--- src/rtl/fpga_receiver.sv ---
`default_nettype none
// ============================================================================
// Module   : fpga_receiver
// Purpose  : Serial byte receiver with request/acknowledge/finish handshake.
//            Optional WAIT_FIN timeout is enabled by defining FPGA_RX_TIMEOUT_EN.
// Revision : 1.0 - initial release
// ============================================================================
module fpga_receiver #(
   parameter int unsigned TIMEOUT_CYCLES = 32
) (
   input  logic       clk,
   input  logic       reset,
   input  logic       sendToOther,
   input  logic       dataIn,
   input  logic       finish,
   output logic       acknowledge,
   output logic       sent,
   output logic [7:0] dataOut,
   output logic       dataValid,
   output logic       rxError
);

   typedef enum logic [1:0] {
      S_IDLE     = 2'd0,
      S_RECV     = 2'd1,
      S_WAIT_FIN = 2'd2,
      S_SENT     = 2'd3
   } state_t;

   state_t      state_q;
   logic [3:0]  cnt_q;
   logic [7:0]  shift_q;
   logic [7:0]  data_q;
   logic        ack_q;
   logic        sent_q;
   logic        valid_q;

   if (TIMEOUT_CYCLES == 0) begin : g_bad_timeout
      $error("fpga_receiver: TIMEOUT_CYCLES must be nonzero");
   end

`ifdef FPGA_RX_TIMEOUT_EN
   localparam int unsigned TO_W = $clog2(TIMEOUT_CYCLES + 1);
   logic [TO_W-1:0] to_q;
   logic            err_q;
   logic            to_hit;

   // True on the WAIT_FIN cycle whose increment would reach the limit.
   assign to_hit  = ((to_q + TO_W'(1)) == TO_W'(TIMEOUT_CYCLES));
   assign rxError = err_q;
`else
   assign rxError = 1'b0;
`endif

   always_ff @(posedge clk) begin
      if (reset) begin
         state_q <= S_IDLE;
         cnt_q   <= 4'd0;
         shift_q <= 8'h00;
         data_q  <= 8'h00;
         ack_q   <= 1'b0;
         sent_q  <= 1'b0;
         valid_q <= 1'b0;
`ifdef FPGA_RX_TIMEOUT_EN
         to_q    <= '0;
         err_q   <= 1'b0;
`endif
      end else begin
         valid_q <= 1'b0;
`ifdef FPGA_RX_TIMEOUT_EN
         err_q   <= 1'b0;
`endif
         case (state_q)
            S_IDLE: begin
               if (sendToOther) begin
                  state_q <= S_RECV;
                  cnt_q   <= 4'd0;
                  ack_q   <= 1'b1;
               end
            end
            S_RECV: begin
               if (!sendToOther) begin
                  state_q <= S_IDLE;
                  ack_q   <= 1'b0;
               end else begin
                  shift_q <= {shift_q[6:0], dataIn};
                  cnt_q   <= cnt_q + 4'd1;
                  if (cnt_q == 4'd7) begin
                     state_q <= S_WAIT_FIN;
`ifdef FPGA_RX_TIMEOUT_EN
                     to_q    <= '0;
`endif
                  end
               end
            end
            S_WAIT_FIN: begin
               // A withdrawn request aborts even if finish arrives alongside it.
               if (!sendToOther) begin
                  state_q <= S_IDLE;
                  ack_q   <= 1'b0;
               end else if (finish) begin
                  state_q <= S_SENT;
                  data_q  <= shift_q;
                  valid_q <= 1'b1;
                  ack_q   <= 1'b0;
                  sent_q  <= 1'b1;
               end
`ifdef FPGA_RX_TIMEOUT_EN
               else if (to_hit) begin
                  state_q <= S_IDLE;
                  ack_q   <= 1'b0;
                  err_q   <= 1'b1;
               end else begin
                  to_q    <= to_q + TO_W'(1);
               end
`endif
            end
            S_SENT: begin
               if (!sendToOther && !finish) begin
                  state_q <= S_IDLE;
                  sent_q  <= 1'b0;
               end
            end
            default: state_q <= S_IDLE;
         endcase
      end
   end

   assign acknowledge = ack_q;
   assign sent        = sent_q;
   assign dataOut     = data_q;
   assign dataValid   = valid_q;

endmodule
`default_nettype wire
--- config.mk ---
export PLATFORM = sky130hd
export DESIGN_NAME = fpga_receiver
export DESIGN_NICKNAME = d
export VERILOG_FILES = /design/src/rtl/fpga_receiver.sv
export SDC_FILE = /design/constraint.sdc
export NUM_CORES = 1
export LEC_CHECK = 0
export BUFFER_PORTS_ARGS = -buffer_cell sky130_fd_sc_hd__buf_2
export CORE_ASPECT_RATIO = 0.9
export CORE_MARGIN = 1
export CORE_UTILIZATION = 55
export DETAILED_ROUTE_END_ITERATION = 8
export GPL_TIMING_DRIVEN = 1
export PLACE_DENSITY = 0.78
export SETUP_SLACK_MARGIN = 0.02
export SYNTH_ARGS = -nofsm -noshare
export SYNTH_HDL_FRONTEND = slang
export SYNTH_SLANG_ARGS = --single-unit
--- constraint.sdc ---
create_clock -name clk -period 3.4 [get_ports clk]
set_clock_uncertainty 0.2 [all_clocks]
set_input_delay 0 -clock clk [delete_from_list [all_inputs] [get_ports clk]]
set_output_delay 0 -clock clk [all_outputs]
set_load 0.03 [all_outputs]
==> summary.md <==
| Metric | Value |
|---|---|
| Die Height | 43.9 um |
| EDFF count, synth | 0 |
| WL per Instance | 13.1 um |
| Max FO, Critical Path | 6 |
| Htree depth | 1 |
| GP Congestion | 0.815 |
| Yosys reg bits | 25 |
| Fill cell count | 152 |
| Outcome | finished, final reports clean |
| Clk_lat worst skew | 0.32 ns |
| Ports | 17 |
| Post-Syn Area | 1070 sq um |
| DP Area | 1140 sq um |
| Clock power share | 0.256 |
| PortBufs | 15 |
| Power Density | 412 nW/um^2 |
| CTS tree | done |
| Post-Syn Nets | 144 |
| Sequential area share after synthesis | 0.466 |
| # Post-CTS Setup Buffers | 0 |
| Core Box Area | 1750 sq um |
| Worst path arrival time | 2.54 ns |
| Initial antenna violation count | 0 |
| RSZ-0062 raised after global routing | false |
| Finished Cell Area | 1240 sq um |
| Clock Sinks | 25 |
| Post-route ant nets | 0 |
| Largest buffer count on any clock path | 2 |
| Top_reg_cell synth | dfxtp_1 |
| HP Class | register to register |
| Synth warnings | 0 |
| Die W | 48.6 um |
| Cells after synthesis | 133 |
| P_sw | 0.139 mW |
| First-pass GRT wire length | 3.91 mm |
| Hold_buf cts | 7 |
| Final hold violation count | 0 |
| Peak VDD IR | 0.301 mV |
| Post-CTS Resized | 0 |
| Sw Ratio | 0.271 |
| CTS root buffer | clkbuf_4 |
| Setup CP Type | register to register |
| Area of the die | 2130 sq um |
| Syn_area_per_cell | 8.07 sq um |
| Pin count of the biggest net entering global routing | 27 |
| Max-Cap Viols | 0 |
| Drt total wl | 2.30 mm |
| Post-synthesis cell type count | 28 |
| Nets | 164 |
| Setup crit start kind | register |
| Share of layout cells above drive strength 1 | 0.118 |
| DRT Pass-1 Iters | 4 |
| Grt ovf | 0 |
| Reg power frac | 0.599 |
| Reg-to-reg slack, setup | 0.88 ns |
| Setup TNS | 0 ns |
| Area grow syn2layout | 15.6% |
| Drt drc | 0 |
| N_diodes | 0 |
| Setup WS pre-CTS | 1.33 ns |
| WP data required | 3.42 ns |
| DR vias | 994 |
| Fmax | 0.397 GHz |
| GRT Overall Usage | 0.243 |
| Comb pwr share | 0.145 |
| Worst setup margin | 0.882 ns |
| Num CTS Buffers | 3 |
| Fin crit period | 2.52 ns |
| Iteration-0 DRC Markers | 30 |
| Final total power | 0.511 mW |
| Final period util | 0.741 |
| Initial Util | 0.613 |
| Internal power | 0.372 mW |
| Leak | 0.502 nW |
| Endpoints failing setup | 0 |
| Number of global-route vias before repair | 877 |
| HPWL Detailed | 1.56 mm |
| Via density | 5.65 |
| Endpoint class of the critical path | register |
| Async set-reset flop share out of synthesis | 0 |
| Clk pin slew, worst setup/hold paths | 0.13 ns |
| Max-slew violations | 0 |
| Row count | 14 |
[flip-flops by register name, summed over array words and instances (netlist names)]
register	count
cnt_q	4
acknowledge	1
shift_q	8
dataOut	8
state_q	2
sent	1
dataValid	1
[synthesized netlist by cell type (2+ instances only)]
| cell type | instances | area share |
|---|---|---|
| a21oi_1 | 20 | 0.093 |
| a22oi_1 | 3 | 0.021 |
| buf_2 | 3 | 0.014 |
| clkbuf_1 | 3 | 0.010 |
| dfxtp_1 | 25 | 0.47 |
| ha_1 | 6 | 0.070 |
| inv_1 | 4 | 0.014 |
| mux2i_1 | 2 | 0.019 |
| nand2_1 | 37 | 0.13 |
| nand3b_1 | 2 | 0.014 |
| nor2_1 | 7 | 0.024 |
| nor2b_1 | 2 | 0.012 |
| o21ai_0 | 3 | 0.014 |
| o31ai_1 | 2 | 0.014 |
[worst max-delay path, cell delays in order, from the launching register on]
cell and delay [ns]:
dfxtp_1 0.39, inv_1 0.11, ha_1 0.30, o31ai_1 0.22
dlygate4sd3_1 0.58, a21oi_1 0.05, dlygate4sd3_1 0.57
[layout make-up]
| class | count | area, sq um | share of cell area |
|---|---|---|---|
| clock buffer | 4 | 26.3 | 0.0212 |
| timing repair buffer | 22 | 145 | 0.117 |
| sequential | 25 | 500 | 0.403 |
| tap | 24 | 30.0 | 0.0242 |
| inverter | 4 | 15.0 | 0.0121 |
| multi-input combinational | 97 | 524 | 0.422 |
[worst paths after layout]
check	from	to	cells after the start
worst max-delay path	state_q[0]$_SDFFE_PP0P_	sent$_SDFFE_PP0P_	6
worst min register to register	dataOut[6]$_SDFFE_PP0P_	dataOut[6]$_SDFFE_PP0P_	2
worst min-delay path	dataOut[6]$_SDFFE_PP0P_	dataOut[6]$_SDFFE_PP0P_	2
worst max register to register	state_q[0]$_SDFFE_PP0P_	sent$_SDFFE_PP0P_	6
[power by group through the flow]
stage / Combinational (mW) / Sequential [mW] / Clock, mW
floorplan: 0.0469 / 0.316 / 0
global placement: 0.0628 / 0.312 / 0
detailed placement: 0.0670 / 0.313 / 0
CTS: 0.0728 / 0.306 / 0.132
global route: 0.0826 / 0.308 / 0.141
finish: 0.0741 / 0.306 / 0.131
[per-layer routing]
layer / vias up / track usage / routed length [um]
met2: 42 / 0.414 / 1110
li1: 481 / - / -
met5: - / 0 / 0
met1: 465 / 0.298 / 1010
met3: 6 / 0.0632 / 140
met4: 0 / 0.100 / 48
[cells in the final DEF, fill, tap and decap left out, types with 2 or more instances in the layout]
master          n
nand2_1        37
dfxtp_1        25
a21oi_1        20
buf_2          15
nor2_1          7
dlygate4sd3_1   7
ha_1            6
inv_1           4
o21ai_0         3
a22oi_1         3
clkbuf_4        3
mux2i_1         2
nand3b_1        2
nor2b_1         2
o31ai_1         2
[per-stage QoR]
step,cells,hold WS [ns],util
floorplan,133,-0.0640,-
global placement,165,0.0554,0.654
detailed placement,165,0.0551,0.654
CTS,176,0.260,0.709
global route,176,0.288,0.709
finish,176,0.259,0.709
[cells by family (layout without fill, tap and decap cells)]
kind of cell / after synthesis / in the layout / synth area share
compound gates: 34 / 34 / 0.182
fa+ha+maj: 6 / 6 / 0.0699
buf+inv: 11 / 30 / 0.0454
flops: 25 / 25 / 0.466
mux: 2 / 2 / 0.0186
other cells: 1 / 1 / 0.00349
simple gates: 54 / 54 / 0.214
(Power assumes the default switching activity.)
